### src/rtl/mem_lsu_seq.sv
// mem_lsu_seq -- load/store stage between EX/MEM and MEM/WB.
//
// Each load or store is serialised into 1..DATA_W/8 single-byte accesses on a
// byte-wide synchronous RAM port, and the front of the pipeline is held with
// stall_o until the access is complete. Loads are little-endian and are sign-
// or zero-extended. Non-memory instructions pass straight through.
//
// Ports
//   clk, rst        clock, synchronous active-high reset (all outputs 0 while rst=1)
//   mem_en_i        instruction is a load/store
//   mem_we_i        1=store, 0=load
//   mem_size_i      log2 of access size in bytes (0=B 1=H 2=W 3=D)
//   mem_unsigned_i  zero-extend the loaded value
//   mem_addr_i      byte address, any alignment (wraps modulo 2^ADDR_W)
//   mem_data_i      store data
//   wd_i, wreg_i    destination register / write enable from EX/MEM
//   wdata_i         ALU result for the non-memory path
//   ram_din_i       read byte, valid one cycle after its address
//   ram_addr_o      RAM byte address (0 outside a transfer)
//   ram_dout_o      store byte (0 outside a transfer)
//   ram_wr_o        write strobe for ram_dout_o at ram_addr_o
//   wd_o, wreg_o    destination register / write enable to MEM/WB
//   wdata_o         result to MEM/WB
//   stall_o         hold IF..EX/MEM this cycle
//   err_o           one-cycle pulse: access wider than DATA_W
module mem_lsu_seq #(
  parameter int DATA_W = 32,
  parameter int ADDR_W = 17,
  parameter int REG_AW = 5
) (
  input  logic              clk,
  input  logic              rst,
  input  logic              mem_en_i,
  input  logic              mem_we_i,
  input  logic [1:0]        mem_size_i,
  input  logic              mem_unsigned_i,
  input  logic [ADDR_W-1:0] mem_addr_i,
  input  logic [DATA_W-1:0] mem_data_i,
  input  logic [REG_AW-1:0] wd_i,
  input  logic              wreg_i,
  input  logic [DATA_W-1:0] wdata_i,
  input  logic [7:0]        ram_din_i,
  output logic [ADDR_W-1:0] ram_addr_o,
  output logic [7:0]        ram_dout_o,
  output logic              ram_wr_o,
  output logic [REG_AW-1:0] wd_o,
  output logic              wreg_o,
  output logic [DATA_W-1:0] wdata_o,
  output logic              stall_o,
  output logic              err_o
);

  localparam int         NB   = DATA_W / 8;
  localparam logic [3:0] NB_L = 4'(NB);

  typedef enum logic [1:0] {IDLE, XFER, WAIT, DONE} state_t;

  state_t            state_p0, state_d;
  logic [3:0]        cnt_p0, cnt_d;
  logic              err_p0, err_d;

  logic [ADDR_W-1:0] addr_p0;
  logic [DATA_W-1:0] data_p0;
  logic [DATA_W-1:0] rdata_p0;
  logic              we_p0;
  logic              uns_p0;
  logic [1:0]        size_p0;
  logic [REG_AW-1:0] wd_p0;
  logic              wreg_p0;

  logic [3:0]        n_in, n_p0;
  logic              size_err, last_byte;
  logic              cap_en;
  logic [3:0]        cap_idx;

  // Sign- or zero-extend the low 8<<sz bits of raw to DATA_W bits.
  // A full-width access needs no extension.
  function automatic logic [DATA_W-1:0] load_ext(input logic [DATA_W-1:0] raw,
                                                  input logic [1:0] sz,
                                                  input logic uns);
    logic signed [DATA_W-1:0] top;
    int sh;
    sh = DATA_W - (8 << sz);
    if (sh <= 0) return raw;
    top = raw << sh;
    if (uns) return (raw << sh) >> sh;
    return top >>> sh;
  endfunction

  assign n_in      = 4'd1 << mem_size_i;
  assign n_p0      = 4'd1 << size_p0;
  assign size_err  = n_in > NB_L;
  assign last_byte = (cnt_p0 == n_p0 - 4'd1);

  // Read data lags its address by one cycle: in XFER byte cnt-1 arrives,
  // and the final byte arrives in WAIT.
  always_comb begin
    cap_en  = 1'b0;
    cap_idx = cnt_p0 - 4'd1;
    if (state_p0 == XFER && !we_p0 && cnt_p0 != 4'd0) begin
      cap_en = 1'b1;
    end else if (state_p0 == WAIT) begin
      cap_en  = 1'b1;
      cap_idx = n_p0 - 4'd1;
    end
  end

  // ---- p0: control state ----
  always_ff @(posedge clk) begin
    if (rst) begin
      state_p0 <= IDLE;
      cnt_p0   <= '0;
      err_p0   <= 1'b0;
    end else begin
      state_p0 <= state_d;
      cnt_p0   <= cnt_d;
      err_p0   <= err_d;
    end
  end

  // ---- p0: latched request and assembled load data ----
  always_ff @(posedge clk) begin
    if (state_p0 == IDLE && mem_en_i) begin
      addr_p0 <= mem_addr_i;
      data_p0 <= mem_data_i;
      we_p0   <= mem_we_i;
      size_p0 <= mem_size_i;
      uns_p0  <= mem_unsigned_i;
      wd_p0   <= wd_i;
      wreg_p0 <= wreg_i;
    end
    for (int b = 0; b < NB; b++) begin
      if (cap_en && cap_idx == 4'(b)) rdata_p0[8*b +: 8] <= ram_din_i;
    end
  end

  always_comb begin
    state_d    = state_p0;
    cnt_d      = cnt_p0;
    err_d      = err_p0;
    ram_addr_o = '0;
    ram_dout_o = '0;
    ram_wr_o   = 1'b0;
    wd_o       = '0;
    wreg_o     = 1'b0;
    wdata_o    = '0;
    stall_o    = 1'b0;
    err_o      = 1'b0;
    case (state_p0)
      IDLE: begin
        if (mem_en_i) begin
          stall_o = 1'b1;
          cnt_d   = '0;
          err_d   = size_err;
          state_d = size_err ? DONE : XFER;
        end else begin
          wd_o    = wd_i;
          wreg_o  = wreg_i;
          wdata_o = wdata_i;
        end
      end
      XFER: begin
        stall_o    = 1'b1;
        ram_addr_o = addr_p0 + ADDR_W'(cnt_p0);
        if (we_p0) begin
          ram_wr_o   = 1'b1;
          ram_dout_o = 8'(data_p0 >> {cnt_p0, 3'b000});
        end
        cnt_d = cnt_p0 + 4'd1;
        if (last_byte) state_d = we_p0 ? DONE : WAIT;
      end
      WAIT: begin
        stall_o = 1'b1;
        state_d = DONE;
      end
      DONE: begin
        // The instruction is still presented this cycle; returning to IDLE
        // unconditionally lets the pipeline advance past it.
        state_d = IDLE;
        wd_o    = wd_p0;
        if (err_p0) begin
          err_o = 1'b1;
        end else if (!we_p0) begin
          wreg_o  = wreg_p0;
          wdata_o = load_ext(rdata_p0, size_p0, uns_p0);
        end
      end
      default: state_d = IDLE;
    endcase
    if (rst) begin
      ram_addr_o = '0;
      ram_dout_o = '0;
      ram_wr_o   = 1'b0;
      wd_o       = '0;
      wreg_o     = 1'b0;
      wdata_o    = '0;
      stall_o    = 1'b0;
      err_o      = 1'b0;
    end
  end

endmodule

### config.mk
export PLATFORM = sky130hd
export DESIGN_NAME = mem_lsu_seq
export DESIGN_NICKNAME = d
export VERILOG_FILES = /design/src/rtl/mem_lsu_seq.sv
export SDC_FILE = /design/constraint.sdc
export NUM_CORES = 1
export LEC_CHECK = 0
export CAP_MARGIN = 20
export CELL_PAD_IN_SITES_DETAIL_PLACEMENT = 1
export CELL_PAD_IN_SITES_GLOBAL_PLACEMENT = 2
export CORE_UTILIZATION = 31
export CTS_CLUSTER_DIAMETER = 150
export DETAILED_ROUTE_END_ITERATION = 16
export GPL_ROUTABILITY_DRIVEN = 0
export PLACE_DENSITY = 0.95
export RECOVER_POWER = 25
export SLEW_MARGIN = 20
export SYNTH_ARGS = -nofsm -noshare
export SYNTH_HDL_FRONTEND = slang
export SYNTH_SLANG_ARGS = --single-unit
### constraint.sdc
create_clock -name clk -period 9.7 [get_ports clk]
set_input_delay 1.94 -clock clk [delete_from_list [all_inputs] [get_ports clk]]
set_output_delay 1.94 -clock clk [all_outputs]
set_load 0.02 [all_outputs]
==> metrics.md <==
| Metric | Value |
|---|---|
| Total of cells resized after clock tree synthesis | 0 |
| Worst-case clock skew | 0.01022 ns |
| Die Footprint | 0.01619 sq mm |
| Reg clk slew, reported paths | 0.06 ns |
| Final wirelength | 14.03 mm |
| Final-report hold violation count | 0 |
| CP max FO | 24 |
| Final-layout fill cell count | 1623 |
| Clk buf depth | 2 |
| GR Util All Layers | 17.80% |
| Vias | 3926 |
| IR drop worst, VDD | 0.08574 mV |
| Top_reg_cell synth | sky130_fd_sc_hd__edfxtp_1 |
| Setup bufs post-CTS | 0 |
| Clock period minus final worst setup slack | 6.786 ns |
| P&R area growth vs syn | 44.25% |
| Min Hold Slack | 0.5218 ns |
| Share of power burned in combinational logic | 31.1% |
| Total I/O pin count | 168 |
| Kind of start point of the critical path | primary input |
| Final nets | 683 |
| Layout cell share with drive strength beyond 1 | 6.806% |
| Post-synth EDFFs | 91 |
| Mean Syn Cell Area | 11.89 sq um |
| WP data required | 7.76 ns |
| Clock group share of total power | 25.6% |
| Fraction of the yosys area taken by sequential cells | 59.07% |
| Max_cap viols | 0 |
| Post-route core utilization | 45.98% |
| Post-synth net total | 523 |
| Max Freq | 147.4 MHz |
| Number of standard-cell rows in the floorplan | 45 |
| Sink Count | 98 |
| Register area | 0.002873 sq mm |
| Die W | 127.3 microns |
| Async set-reset flop share out of synthesis | 0% |
| Placed wire-length estimate | 10.37 mm |
| Area after detailed placement | 0.006726 sq mm |
| Core Box Area | 0.01526 sq mm |
| Crit path arrival time | 4.85 ns |
| Hold-fix buffer count after cts | 0 |
| Initial core utilization | 31.87% |
| Number of iterations in the first detailed-routing pass | 4 |
| Clock tree from TritonCTS | built |
| Cell leakage power | 2.342 nW |
| Clock latency of the later-clocked register in the worst-skew pair | 0.35 ns |
| Run status | finished clean |
| Synth Warn # | 0 |
| Cells after Synth | 409 |
| Number of I/O port buffers | 167 |
| Clock buffers created by TritonCTS | 9 |
| Switching Power | 0.0004361 W |
| Yosys cell types | 53 |
| Type of the worst setup path | primary input to output port |
| Antenna Violating Nets Remaining | 0 |
| Post-DR wirelength/cell | 17.87 microns |
| Yosys reg bits | 98 |
| First-pass GRT wire length | 22.06 mm |
| Tot Pwr | 0.001365 W |
| H-tree depth | 3 |
| Area occupied by multi-input gates | 0.001846 sq mm |
| Average via count per standard cell | 5.001 |
| Category of the worst setup path capture point | output port |
| Fin. max-slew vios | 0 |
| Hold/Removal Path Class | flop to flop |
| Internal cell power | 0.0009290 W |
| Height of the chip | 127.3 microns |
| Seq pwr share | 43.3% |
| Final global-route overflow total | 0 |
| Proportion of total power due to net switching | 31.95% |
| Total Negative Setup Slacks | 0 ns |
| Worst-Margin Slew | 1.028 ns |
| Number of antenna violations at the first check in global routing | 1 |
| Final Cycle Share | 69.95% |
| DRC Markers | 0 |
| RSZ-0062 raised after global routing | no |
| Via count of the first global-routing pass | 4161 |
| Setup Viol. Count Final | 0 |
| Finished layout cell area | 0.007015 sq mm |
| Largest net degree at the start of global routing | 64 |
| Areal power density over the cells | 194.6 mW/mm^2 |
| Root Buffer | sky130_fd_sc_hd__clkbuf_16 |
| First-iteration detailed-routing DRC count | 186 |
| Relative slew margins | 31.14% |
| Post-Syn Area | 0.004863 sq mm |
[flip-flops by register name (all words and copies together) (netlist names)]
name and count:
rdata_p0 32, state_p0 2, err_p0 1, wd_p0 5, wreg_p0 1, cnt_p0 4, we_p0 1, data_p0 32
size_p0 2, uns_p0 1, addr_p0 17
[power by group through the flow]
stage | Combinational [W] | Clock, W | Sequential, W
floorplan | 0.000267 | 0 | 0.000583
global placement | 0.000418 | 0 | 0.000592
detailed placement | 0.000434 | 0 | 0.000600
CTS | 0.000437 | 0.000361 | 0.000592
global route | 0.000465 | 0.000372 | 0.000599
finish | 0.000425 | 0.000349 | 0.000591
[critical path: stages]
cell,delay (ns)
sky130_fd_sc_hd__clkdlybuf4s50_1,0.61
sky130_fd_sc_hd__or2_2,0.57
sky130_fd_sc_hd__nand2b_1,0.38
sky130_fd_sc_hd__o21bai_1,0.42
sky130_fd_sc_hd__o21ai_0,0.28
sky130_fd_sc_hd__clkdlybuf4s50_1,0.64
[through the flow]
stage / cells / worst slack (ns)
2_1_floorplan: 409 / 3.407
3_3_place_gp: 769 / 2.946
3_5_place_dp: 769 / 2.765
4_1_cts: 784 / 2.765
5_1_grt: 785 / 2.708
6_report: 785 / 2.914
[kinds of logic after synthesis]
group	after synthesis	synth area share (%)
AO/OA/AOI/OAI	109	13.61
buffers and inverters	32	3.216
XOR/XNOR	5	0.9004
AND/OR/NAND/NOR	143	15.85
adder cells (fa/ha/maj)	12	3.242
multiplexers	10	4.116
flip-flops	98	59.07
[layout by cell type, fill, tap and decap left out, drive strengths merged, types with 3 or more instances in the layout]
master / Yosys / layout
or3: 3 / 3
nor3b: 3 / 3
o21ai: 33 / 33
o32ai: 3 / 3
nand2b: 7 / 7
nor3: 6 / 6
xnor2: 4 / 4
nor2: 28 / 28
clkbuf: 15 / 9
a21oi: 34 / 34
dfxtp: 7 / 7
edfxtp: 91 / 91
ha: 11 / 11
clkdlybuf4s50: 0 / 107
mux4: 8 / 8
dlygate4sd3: 0 / 60
nor2b: 20 / 20
a22oi: 14 / 14
and3: 9 / 9
nand2: 35 / 35
buf: 9 / 6
and2: 6 / 6
nand3: 11 / 11
inv: 8 / 8
or4: 7 / 7
o31ai: 7 / 7
clkinv: 0 / 4
[cell type report]
class | count | share of cell area, %
Antenna cell | 1 | 0.03567
Sequential cell | 98 | 40.95
Tap cell | 211 | 3.763
Clock buffer | 9 | 3.210
Inverter | 8 | 0.4280
Multi-Input combinational cell | 279 | 26.31
Clock inverter | 6 | 0.8382
Timing Repair Buffer | 173 | 24.47
[Yosys cell counts (all sizes together) (8+ instances only)]
library cell,instances,area [sq um]
mux4,8,180.2
a21oi,34,170.2
nor2,28,105.1
nand3,11,67.57
edfxtp,91,2733
a22oi,14,105.1
and3,9,57.56
buf,9,70.06
nand2,35,131.4
inv,8,30.03
o21ai,33,165.2
clkbuf,15,56.30
nor2b,20,125.1
ha,11,137.6
[per-layer routing]
layer  vias up  global-route usage (%)  wire (microns)  part of all wire [%]
met5         -                       0               0                     0
met4         0                   6.653             204                   1.5
met3        16                   4.146             845                   6.0
met2       149                   31.84            7212                    51
met1      1897                   20.73            5764                    41
li1       1864                       -               -                     -
[final timing paths]
check,slack (ns),startpoint,to,depth (start not counted)
setup / recovery,2.91,rst,wdata_o[16],6
hold / removal,0.52,err_p0,err_p0,2
setup reg to reg,6.89,cnt_p0[0],rdata_p0[19],7
hold reg to reg,0.52,err_p0,err_p0,2
(Power assumes the default switching activity.)
